$ cat config.mk
export PLATFORM = sky130hd
export DESIGN_NAME = mem_dump_reader_flat
export DESIGN_NICKNAME = d
export VERILOG_FILES = /design/src/rtl/mem_dump_pkg.sv /design/src/rtl/mem_dump_reader_if.sv /design/src/rtl/mem_dump_reader_word_serializer.sv /design/src/rtl/mem_dump_reader.sv /design/src/flat_wrapper.sv
export SDC_FILE = /design/constraint.sdc
export NUM_CORES = 1
export LEC_CHECK = 0
export ABC_AREA = 1
export CORE_AREA = 2 2 110 69
export CTS_CLUSTER_DIAMETER = 40
export DETAILED_ROUTE_END_ITERATION = 16
export DIE_AREA = 0 0 112 71
export HOLD_SLACK_MARGIN = 0.02
export PLACE_DENSITY = 0.88
export SETUP_SLACK_MARGIN = 0.2
export SYNTH_ARGS = -nofsm -noshare
export SYNTH_HDL_FRONTEND = slang
export SYNTH_SLANG_ARGS = --single-unit
$ cat constraint.sdc
create_clock -name clk -period 1.63 [get_ports clk]
set_input_delay 0.326 -clock clk [delete_from_list [all_inputs] [get_ports clk]]
set_output_delay 0.326 -clock clk [all_outputs]
set_load 0.02 [all_outputs]
$ cat src/rtl/mem_dump_pkg.sv
// Shared types and constants for the memory dump reader and its data memory.
// The CSUM state exists only when MEM_DUMP_CHECKSUM_EN is defined.
package mem_dump_pkg;

    localparam int DEF_ADDR_W = 10;
    localparam int DEF_DATA_W = 32;

    function automatic int bytes_of(input int data_w);
        return data_w / 8;
    endfunction

    typedef enum logic [2:0] {
        S_IDLE,
        S_READ,
        S_WAIT,
        S_SEND,
`ifdef MEM_DUMP_CHECKSUM_EN
        S_CSUM,
`endif
        S_DONE
    } state_t;

endpackage

$ cat src/rtl/mem_dump_reader_if.sv
// Bundles the control, memory read port and byte stream of mem_dump_reader.
// slave is the reader itself; master is the host/memory side.
interface mem_dump_reader_if
    import mem_dump_pkg::*;
#(
    parameter int ADDR_W = DEF_ADDR_W,
    parameter int DATA_W = DEF_DATA_W
);

    logic              start;
    logic [ADDR_W-1:0] start_addr;
    logic [ADDR_W:0]   word_count;
    logic              busy;
    logic              done;
    logic              mem_rd_en;
    logic [ADDR_W-1:0] mem_addr;
    logic [DATA_W-1:0] mem_rdata;
    logic              tx_valid;
    logic              tx_ready;
    logic [7:0]        tx_data;

    modport slave (
        input  start, start_addr, word_count, mem_rdata, tx_ready,
        output busy, done, mem_rd_en, mem_addr, tx_valid, tx_data
    );

    modport master (
        output start, start_addr, word_count, mem_rdata, tx_ready,
        input  busy, done, mem_rd_en, mem_addr, tx_valid, tx_data
    );

endinterface

$ cat src/rtl/mem_dump_reader_word_serializer.sv
// Loads one word and emits it MSB byte first under valid/ready, flagging the last byte.
// 'single' turns the load into a one-byte transfer of the top byte.
module word_serializer
    import mem_dump_pkg::*;
#(
    parameter int DATA_W = DEF_DATA_W
) (
    input  logic              clk,
    input  logic              reset,
    input  logic              load,
    input  logic              single,
    input  logic [DATA_W-1:0] word,
    input  logic              tx_ready,
    output logic              tx_valid,
    output logic [7:0]        tx_data,
    output logic              last
);

    localparam int BYTES = bytes_of(DATA_W);
    localparam int IDX_W = (BYTES > 1) ? $clog2(BYTES) : 1;

    logic [DATA_W-1:0] shreg;
    logic [IDX_W-1:0]  idx;
    logic              single_q;

    assign tx_data = shreg[DATA_W-1 -: 8];
    assign last    = single_q || (idx == IDX_W'(BYTES - 1));

    // A load wins over a same-cycle transfer so a follow-on byte can start without a gap.
    always_ff @(posedge clk or negedge reset) begin
        if (!reset) begin
            shreg    <= '0;
            idx      <= '0;
            single_q <= 1'b0;
            tx_valid <= 1'b0;
        end else if (load) begin
            shreg    <= word;
            idx      <= '0;
            single_q <= single;
            tx_valid <= 1'b1;
        end else if (tx_valid && tx_ready) begin
            if (last) begin
                tx_valid <= 1'b0;
            end else begin
                shreg <= shreg << 8;
                idx   <= idx + IDX_W'(1);
            end
        end
    end

endmodule

$ cat src/rtl/mem_dump_reader.sv
// Streams a contiguous range of data-memory words out as big-endian bytes.
// Define MEM_DUMP_CHECKSUM_EN to append an XOR checksum byte after the data.
module mem_dump_reader
    import mem_dump_pkg::*;
#(
    parameter int ADDR_W = DEF_ADDR_W,
    parameter int DATA_W = DEF_DATA_W
) (
    input  logic                 clk,
    input  logic                 reset,
    mem_dump_reader_if.slave     bus
);

    state_t            state;
    logic [ADDR_W-1:0] addr_q;
    logic [ADDR_W:0]   remaining;
    logic              busy_q;
    logic              done_q;
    logic              rd_en_q;

    logic              ser_load;
    logic              ser_single;
    logic [DATA_W-1:0] ser_word;
    logic              ser_valid;
    logic [7:0]        ser_data;
    logic              ser_last;
    logic              xfer;
    logic              final_word;

    assign xfer       = ser_valid && bus.tx_ready;
    assign final_word = (remaining == (ADDR_W+1)'(1));

`ifdef MEM_DUMP_CHECKSUM_EN
    logic [7:0] csum;
    logic       csum_load;

    // The checksum byte is loaded on the final data transfer, so it follows with no bubble.
    assign csum_load  = (state == S_SEND) && xfer && ser_last && final_word;
    assign ser_load   = (state == S_WAIT) || csum_load;
    assign ser_single = csum_load;
    assign ser_word   = csum_load ? {csum ^ ser_data, {(DATA_W-8){1'b0}}} : bus.mem_rdata;
`else
    assign ser_load   = (state == S_WAIT);
    assign ser_single = 1'b0;
    assign ser_word   = bus.mem_rdata;
`endif

    word_serializer #(.DATA_W(DATA_W)) u_ser (
        .clk      (clk),
        .reset    (reset),
        .load     (ser_load),
        .single   (ser_single),
        .word     (ser_word),
        .tx_ready (bus.tx_ready),
        .tx_valid (ser_valid),
        .tx_data  (ser_data),
        .last     (ser_last)
    );

    assign bus.busy      = busy_q;
    assign bus.done      = done_q;
    assign bus.mem_rd_en = rd_en_q;
    assign bus.mem_addr  = addr_q;
    assign bus.tx_valid  = ser_valid;
    assign bus.tx_data   = ser_data;

    always_ff @(posedge clk or negedge reset) begin
        if (!reset) begin
            state     <= S_IDLE;
            addr_q    <= '0;
            remaining <= '0;
            busy_q    <= 1'b0;
            done_q    <= 1'b0;
            rd_en_q   <= 1'b0;
`ifdef MEM_DUMP_CHECKSUM_EN
            csum      <= '0;
`endif
        end else begin
            done_q <= 1'b0;
            case (state)
                S_IDLE: begin
                    if (bus.start) begin
                        addr_q    <= bus.start_addr;
                        remaining <= bus.word_count;
`ifdef MEM_DUMP_CHECKSUM_EN
                        csum      <= '0;
`endif
                        if (bus.word_count == '0) begin
                            state  <= S_DONE;
                            done_q <= 1'b1;
                        end else begin
                            state   <= S_READ;
                            rd_en_q <= 1'b1;
                            busy_q  <= 1'b1;
                        end
                    end
                end
                S_READ: begin
                    rd_en_q <= 1'b0;
                    state   <= S_WAIT;
                end
                S_WAIT: begin
                    state <= S_SEND;
                end
                S_SEND: begin
                    if (xfer) begin
`ifdef MEM_DUMP_CHECKSUM_EN
                        csum <= csum ^ ser_data;
`endif
                        if (ser_last) begin
                            remaining <= remaining - (ADDR_W+1)'(1);
                            addr_q    <= addr_q + ADDR_W'(1);
                            if (final_word) begin
`ifdef MEM_DUMP_CHECKSUM_EN
                                state  <= S_CSUM;
`else
                                state  <= S_DONE;
                                done_q <= 1'b1;
                                busy_q <= 1'b0;
`endif
                            end else begin
                                state   <= S_READ;
                                rd_en_q <= 1'b1;
                            end
                        end
                    end
                end
`ifdef MEM_DUMP_CHECKSUM_EN
                S_CSUM: begin
                    if (xfer) begin
                        state  <= S_DONE;
                        done_q <= 1'b1;
                        busy_q <= 1'b0;
                    end
                end
`endif
                S_DONE: begin
                    state <= S_IDLE;
                end
                default: begin
                    state <= S_IDLE;
                end
            endcase
        end
    end

endmodule

$ cat src/flat_wrapper.sv
// flat-port wrapper written by rule: the top's interface ports become plain ports
module mem_dump_reader_flat import mem_dump_pkg::*;
#(
    parameter int ADDR_W = DEF_ADDR_W,
    parameter int DATA_W = DEF_DATA_W
)
  (clk, reset, bus_start, bus_start_addr, bus_word_count, bus_mem_rdata, bus_tx_ready, bus_busy, bus_done, bus_mem_rd_en, bus_mem_addr, bus_tx_valid, bus_tx_data);
  mem_dump_reader_if #(.ADDR_W(ADDR_W), .DATA_W(DATA_W)) bus_i ();
  input  logic clk;
  input  logic reset;
  input wire logic [$bits(bus_i.start)-1:0] bus_start;
  input wire logic [$bits(bus_i.start_addr)-1:0] bus_start_addr;
  input wire logic [$bits(bus_i.word_count)-1:0] bus_word_count;
  input wire logic [$bits(bus_i.mem_rdata)-1:0] bus_mem_rdata;
  input wire logic [$bits(bus_i.tx_ready)-1:0] bus_tx_ready;
  output wire logic [$bits(bus_i.busy)-1:0] bus_busy;
  output wire logic [$bits(bus_i.done)-1:0] bus_done;
  output wire logic [$bits(bus_i.mem_rd_en)-1:0] bus_mem_rd_en;
  output wire logic [$bits(bus_i.mem_addr)-1:0] bus_mem_addr;
  output wire logic [$bits(bus_i.tx_valid)-1:0] bus_tx_valid;
  output wire logic [$bits(bus_i.tx_data)-1:0] bus_tx_data;
  assign bus_i.start = bus_start;
  assign bus_i.start_addr = bus_start_addr;
  assign bus_i.word_count = bus_word_count;
  assign bus_i.mem_rdata = bus_mem_rdata;
  assign bus_i.tx_ready = bus_tx_ready;
  assign bus_busy = bus_i.busy;
  assign bus_done = bus_i.done;
  assign bus_mem_rd_en = bus_i.mem_rd_en;
  assign bus_mem_addr = bus_i.mem_addr;
  assign bus_tx_valid = bus_i.tx_valid;
  assign bus_tx_data = bus_i.tx_data;
  mem_dump_reader #(.ADDR_W(ADDR_W), .DATA_W(DATA_W)) u_core (.clk(clk), .reset(reset), .bus(bus_i));
endmodule
# == After elaboration in Yosys (flattened, before gate mapping) ==
# Cells that the tools add are included.
# totals
regBits,62
input_bits,57
# classes
n_addsub,3
eq_ne,12
muxes,39
n_reduce_logical,13
# ops
cell,n
$mux 32,3
$mux 11,3
$mux 10,3
$pmux 11 s2,1
$pmux 10 s2,1
$mux 1,16
$mux 3,5
$pmux 3 s4,1
$reduce_and 6->1,2
$eq 11x1->1 const B,1
$logic_not 11->1,1
$sub 11x1->11 const B,1
$add 10x1->10 const B,1
$ne 2x1->1 const B,4
$eq 3x2->1 const B,2
$mux 2,3
$ne 2x2->1 const B,3
$reduce_bool 2->1,3
$pmux 1 s2,2
$reduce_and 2->1,2
$reduce_and 4->1,1
$eq 3x1->1 const B,1
$logic_not 3->1,1
$pmux 1 s3,1
other kinds (5),5

# == Logic depth before layout (Yosys ltp) ==
# Gate-level depths: netlist (run 1).
# depth
word_depth,5
ltp_mapped,9
mapped_depth_nobuf,9

# == Hierarchy ==
# From an unflattened synthesis (run 1), not the netlist that was laid out.
# hier_totals
hier_cells,511
hier_area_um2,4006.3
# by_module_without_submodules
mod,instances,area_each_um2,cells_per_inst,seq_area_each_um2
word_serializer,1,2188.3,251,900.9
mem_dump_reader,1,1818.0,260,675.6

# == Worst setup path before layout (run 1) ==
# No wires, ideal clock.
# synth_path
path_kind,flip-flop to flip-flop
start,register u_core.u_ser.idx[0]
end,"register u_core.addr_q[2], in the netlist u_core.bus.mem_addr[2]"
n_path_buf,1
stages_incl_launch_ff,9
period_less_slack_ns,1.453
setup_time_ns,0.119
t_arrival_ns,1.334
slack_ns,0.177
t_required_ns,1.511
path_cell_list,dfrtp_1 -> ha_1 -> nand3_1 -> nand2_1 -> nand2_2 -> nor2_4 -> buf_6 -> nand3_1 -> o21a_1
# synth_via
elab_chain_len,3
# synth_lines
element,line_no,source
start: declaration,mem_dump_reader_word_serializer.sv:23,logic [IDX_W-1:0] idx;
start signal: assignment,mem_dump_reader_word_serializer.sv:46,idx <= idx + IDX_W'(1);
$eq 2x2->1,mem_dump_reader_word_serializer.sv:27,assign last = single_q || (idx == IDX_W'(BYTES - 1));
$ne 2x1->1 (no line),-,
$reduce_and 4->1 (no line),-,
end signal: assignment,mem_dump_reader.sv:83,addr_q <= bus.start_addr;
end signal: assignment,mem_dump_reader.sv:112,addr_q <= addr_q + ADDR_W'(1);
end: declaration,mem_dump_reader.sv:15,logic [ADDR_W-1:0] addr_q;
# Every way passes these cells.
# A chain may end at the register's enable or synchronous reset.

# == Worst setup path after layout (run 1) ==
# layout_path
start,register u_core.state[1]
end,register u_core.remaining[2]
# layout_via
elab_chain_len,3
# layout_lines
element,line_no,source
start: declaration,mem_dump_reader.sv:14,state_t state;
start signal: assignment,mem_dump_reader.sv:69,state <= S_IDLE;
start signal: assignment,mem_dump_reader.sv:89,state <= S_DONE;
start signal: assignment,mem_dump_reader.sv:92,state <= S_READ;
$eq 3x2->1 / $logic_not 3->1 (equally long branches),mem_dump_reader.sv:80,case (state)
$ne 2x1->1 (no line) (tied with other cells),-,
$reduce_and 4->1 (no line),-,
end signal: assignment,mem_dump_reader.sv:84,remaining <= bus.word_count;
end signal: assignment,mem_dump_reader.sv:111,remaining <= remaining - (ADDR_W+1)'(1);
end: declaration,mem_dump_reader.sv:16,logic [ADDR_W:0] remaining;
# Parallel ways exist; a longest one is shown, timed or not.

==> results.cfg, run 1 <==
[sta]
timing.final.ws_setup_ps = 12.9
setup_violations = 0
period_minus_slack_ps = 1620
finClkSkew_ps = 4.38
period_share = 0.992
max_freq_ghz = 0.618
slew_violations = 0
finalHoldViolations = 0
rsz0062_at_grt = yes
tightest_slew_ps = 479
fin_setup_tns_ps = 0
max_slew_margin = 0.681

[die]
start_util = 0.482
fp.dieW_um = 112
pin_count = 79
die_area_um2 = 7950
dieHeight_um = 71
num_rows = 24
core_um2 = 7030

[synthesis]
yosys_warnings = 0
ys_seq_area_frac = 0.458
synth_enable_flop_cells = 0
ys_ff_latch = 62
syn_area_per_cell_um2 = 7.78
syn_inst = 435
ys_types = 32
syn_area_um2 = 3380
synthArstFlopShare = 1.00
ys.flop_type = dfrtp_1
syn-num-nets = 496

[clock_network]
cts.htree.levels = 3
root_buffer = clkbuf_16
cts.path.max_buffers = 2
clk_latency_ps = 330
clkTransAtPathRegs_ps = 50
cts_tree = built
clock-sinks = 62
cts_buffers = 9

[pwr]
p_leak_nw = 2.34
power_density_nw_per_um2 = 2260
vdd_ir_drop_max_uv = 985

[min_path]
min_path_cells = 2
hp-class = flop to flop
min_from = u_core.bus.mem_rd_en
hold_end = u_core.bus.mem_rd_en

[worst_setup_path]
reg2reg_depth = 7
r2r_slack_ps = 10
cp.required_ps = 1890
r2r-end = u_core.remaining[2]
critPathArrivalTime_ps = 1870
crit_type = flop to flop
worst_setup_path_end_kind = flop
cp_max_fo = 24
critPathLaunchType = flop
r2r_start = u_core.state[1]

[global_route]
globalRouteOverflowTotal = 0
grt_pass1_wl_um = 17200
grt_usage = 0.273
grt_pass1_vias = 3567
antenna_found_initial = 0
grt_max_degree = 30

[layout]
nets = 595
n_antenna_cell = 0
postLayoutCoreUtil = 0.710
drive_gt1_frac = 0.203
area_growth_pct = 47.3

[placed_design]
dpl.hpwl_um = 6400
pre_cts_slack_ps = -129
portBuffers = 78
gp_congestion = 0.882

[routing]
wl_um = 10900
drt_iter0_drc = 273
vias_per_cell = 5.60
ant_nets = 0
drc_errors = 0
avgRoutedWirePerCell_um = 17.3
vias = 3521
dr.pass1.iters = 5

[run]
cap_violations = 0

[status]
status = finished clean
==> cells by family after synthesis <==
family / count (synthesis) / share of synthesized area
AND/OR/NAND/NOR: 211 / 0.263
AO/OA/AOI/OAI: 83 / 0.148
buffers and inverters: 73 / 0.111
flip-flops: 62 / 0.458
adder cells (fa/ha/maj): 4 / 0.0148
XOR/XNOR: 2 / 0.00518
==> where the power goes <==
part | internal, W | switching [W]
clock network | 0.00130 | 0.000673
logic | 0.00266 | 0.00379
registers | 0.00229 | 0.000576
==> cell usage after synthesis (5+ instances only) <==
cell type | count | share of area
nand2_1 | 133 | 0.15
dfrtp_1 | 62 | 0.46
inv_1 | 45 | 0.050
o21ai_0 | 39 | 0.058
nor2_1 | 34 | 0.038
nand3_1 | 24 | 0.035
o211ai_1 | 16 | 0.035
a21oi_1 | 11 | 0.016
buf_4 | 11 | 0.024
o22ai_1 | 8 | 0.015
buf_6 | 7 | 0.023
inv_2 | 5 | 0.0055
==> stage by stage <==
| stage | total power (W) | cell area (um^2) | hold slack (ps) | cells |
|---|---|---|---|---|
| after floorplan | 0.00623 | 3390 | 30.4 | 435 |
| after global placement | 0.00754 | 4290 | 298 | 598 |
| after detailed placement | 0.00781 | 4290 | 305 | 598 |
| after CTS | 0.0105 | 4810 | 491 | 623 |
| after global routing | 0.0120 | 4990 | 520 | 629 |
| final | 0.0113 | 4990 | 487 | 629 |
==> worst max-delay path, stage by stage (launching register included) <==
cell,delay [ps]
dfrtp_1,430
nand2_2,110
nor2_4,200
buf_12,180
inv_6,100
o21ai_1,300
nand2_1,130
o21ai_1,90
==> routing by layer <==
layer	track usage	routed length (um)
met5	0	0
met4	0.122	399
met3	0.0643	831
met2	0.435	5020
met1	0.360	4630
==> layout by cell type (no fill, tap or decap), types with 7 or more instances in the layout <==
cell,Yosys,final
a21oi_1,11,10
clkdlybuf4s50_1,0,55
o211ai_1,16,16
o21ai_0,39,27
nand2_2,2,7
nor2_1,34,23
dfrtp_1,62,60
nand2_4,2,7
nand2_1,133,124
nor2_2,2,9
o22ai_1,8,8
clkbuf_16,0,9
buf_4,11,17
nand3_1,24,21
o21ai_1,1,10
inv_1,45,43
dlygate4sd2_1,0,13
==> sequential cells by signal (all words and copies together), names as in the netlist <==
register and cells:
u_core.bus.done 1, u_core.remaining 11, u_core.u_ser.tx_valid 1, u_core.u_ser.idx 2
u_core.bus.mem_rd_en 1, u_core.bus.busy 1, u_core.u_ser.shreg 32, u_core.bus.mem_addr 10
u_core.state 3
==> final cells by class <==
cell class | count | area [um^2]
Fill cell | 507 | 2040
Tap cell | 91 | 114
Timing Repair Buffer | 109 | 1150
Sequential cell | 62 | 1550
Clock buffer | 12 | 267
Multi-Input combinational cell | 301 | 1660
Inverter | 51 | 206
Clock inverter | 3 | 42.5
==> how the worst max path moves through the flow <==
stage	from	end	slack [ps]
4_1_cts	u_core.state[1]	u_core.bus.mem_addr[2]	130
3_5_place_dp	bus_word_count[0]	u_core.bus.busy	-130
6_report	u_core.state[1]	u_core.remaining[2]	10
3_3_place_gp	bus_word_count[1]	u_core.bus.busy	-110
5_1_grt	u_core.state[0]	u_core.remaining[2]	-50
2_1_floorplan	u_core.u_ser.idx[0]	u_core.bus.mem_addr[2]	210
==> repair_timing <==
action / in CTS / in global routing
setup buffers: 4 / 6
pin swaps: 10 / 9
resized for setup: 52 / 55
gates cloned: 5 / 0
endpoints found under the setup margin: 51 / 67
endpoints found under the hold margin: 17 / 0
hold buffers: 1 / 0
Note: power is estimated with default switching activity, not from simulation.
==> inputs of run 2 (changes only) <==
--- a/config.mk
+++ b/config.mk
@@ -11,7 +11,7 @@
 export DETAILED_ROUTE_END_ITERATION = 16
 export DIE_AREA = 0 0 112 71
 export HOLD_SLACK_MARGIN = 0.02
-export PLACE_DENSITY = 0.88
+export PLACE_DENSITY_LB_ADDON = 0.25
 export SETUP_SLACK_MARGIN = 0.2
 export SYNTH_ARGS = -nofsm -noshare
 export SYNTH_HDL_FRONTEND = slang
==> run 2 against run 1 <==
  * Global-route usage is 4.1 points lower
  * Sequential share of layout area rose by 0.78 points
  * Die area unchanged
  * Setup slack improved by 74 ps
==> results.cfg, run 2 (synthesized netlist as in run 1, its figures left out) <==
[run]
cap_violations = 0

[pwr]
power_frac_clock = 0.187
sequentialPowerShare = 0.263
p_int_w = 0.00603
p_total_w = 0.0107
p_leak_nw = 2.28
power_density_nw_per_um2 = 2200
combPwrFrac = 0.550
vdd_ir_drop_max_uv = 1240
p_sw_w = 0.00466
switching_share = 0.436

[min_path]
min_path_cells = 2
hold_end = u_core.u_ser.shreg[30]
hp-class = flop to flop
min_from = u_core.u_ser.shreg[30]

[sta]
finClkSkew_ps = 4.43
slew_violations = 0
max_slew_margin = 0.777
finalHoldViolations = 0
max_freq_ghz = 0.648
period_minus_slack_ps = 1540
period_share = 0.947
tightest_slew_ps = 334
holdWs_ps = 497
rsz0062_at_grt = yes
setup_violations = 0

[layout]
n_antenna_cell = 0
regArea_um2 = 1550
layout_common_cells = nand2_1, dfrtp_1, clkdlybuf4s50_1
regMostFlops = u_core.u_ser.shreg
nets = 592
area_growth_pct = 43.6
drive_gt1_frac = 0.185
fillers = 560
mostFrequentLayoutCell = nand2_1
postLayoutCoreUtil = 0.692
largest_reg_flops = 32
multi_input_area_um2 = 1610

[routing]
vias = 3325
wl_um = 9510
dr.pass1.iters = 7
drt_iter0_drc = 234
vias_per_cell = 5.30
ant_nets = 0
avgRoutedWirePerCell_um = 15.2
drc_errors = 0

[worst_setup_path]
crit_path_top_delay_cell = dfrtp_1
cp_max_fo = 12
worst_setup_path_end_kind = flop
cp-startpoint = u_core.u_ser.idx[1]
r2r_start = u_core.u_ser.idx[1]
critPathLaunchType = flop
cp.required_ps = 1870
reg2reg_depth = 9
worstPathCellList = ha_4, nand3_2, nand2_2, nand2_4, nor2_4, buf_6, buf_16, nand2_1, o21ai_0
critPathBufInv = 2
crit_type = flop to flop
r2r-end = u_core.remaining[2]
r2r_slack_ps = 90
crit_family = simple AND/OR/NAND/NOR gates
slowest_delay_ps = 400
critPathArrivalTime_ps = 1780

[die]
fp.dieW_um = 112
dieHeight_um = 71
start_util = 0.482
num_rows = 24
pin_count = 79
die_area_um2 = 7950
core_um2 = 7030

[clock_network]
cts.htree.levels = 3
clkTransAtPathRegs_ps = 50
cts_tree = built
clk_latency_ps = 320
clock-sinks = 62
root_buffer = clkbuf_16
cts_buffers = 9
cts.path.max_buffers = 2

[placed_design]
portBuffers = 78
dpl.hpwl_um = 5950
gp_congestion = 0.824

[global_route]
antenna_found_initial = 0
grt_pass1_vias = 3075
grt_usage = 0.232
grt_pass1_wl_um = 14600
globalRouteOverflowTotal = 0
grt_max_degree = 63

[status]
status = finished clean
==> run 2: cell count changes in the layout (fill, tap and decap cells not counted), moves of 3 or more <==
cell     previous run  this run
o21ai_0            27        30
inv_4               4         1
nand2_1           124       128
nand2_4             7         2
==> run 2: worst max path at each step <==
stage,endpoint,slack [ps],cells after the start
after floorplan,u_core.bus.mem_addr[2],210,8
after global placement,u_core.bus.busy,-60,6
after detailed placement,u_core.bus.mem_rd_en,-110,6
after CTS,bus_mem_addr[3],160,1
after global routing,u_core.remaining[2],20,9
final,u_core.remaining[2],90,9
==> run 2: tightest hold or removal path: stages, from the launching register on <==
cell      delay (ps)
dfrtp_1          340
nand2_1           50
o211ai_1          70
==> run 2: metal layers <==
layer	global-route usage	wire length (um)
met1	0.334	4370
met5	0	0
met2	0.356	4290
met4	0.0637	129
met3	0.0548	715
==> run 2: final cells by class <==
class | count | area share
multi-input combinational | 301 | 0.331
sequential | 62 | 0.320
timing repair buffer | 106 | 0.218
clock buffer | 13 | 0.0577
inverter | 51 | 0.0420
tap | 91 | 0.0234
clock inverter | 3 | 0.00824
==> run 2: what timing repair did <==
action / in CTS / in global routing
cloned: 1 / 2
endpoints found under the hold margin: 3 / 0
setup endpoints to repair: 68 / 53
buffers inserted: 4 / 8
resized for setup: 42 / 45
hold buffers: 1 / 0
pin swaps: 5 / 4
==> run 2: power by group through the flow <==
stage          logic, W  clock network (W)  registers [W]
6_report        0.00587            0.00200        0.00281
5_1_grt         0.00649            0.00211        0.00290
4_1_cts         0.00517            0.00202        0.00275
3_5_place_dp    0.00492                  0        0.00277
3_3_place_gp    0.00478                  0        0.00274
2_1_floorplan   0.00339                  0        0.00285
==> run 2: stage by stage <==
step                      TNS [ps]  setup WS, ps  instance area (um^2)  std cells
after floorplan                  0           209                  3390        435
after global placement        -203         -60.4                  4250        595
after detailed placement      -746          -113                  4250        595
after CTS                        0           164                  4660        617
after global routing             0          20.9                  4860        627
final                            0          87.1                  4860        627
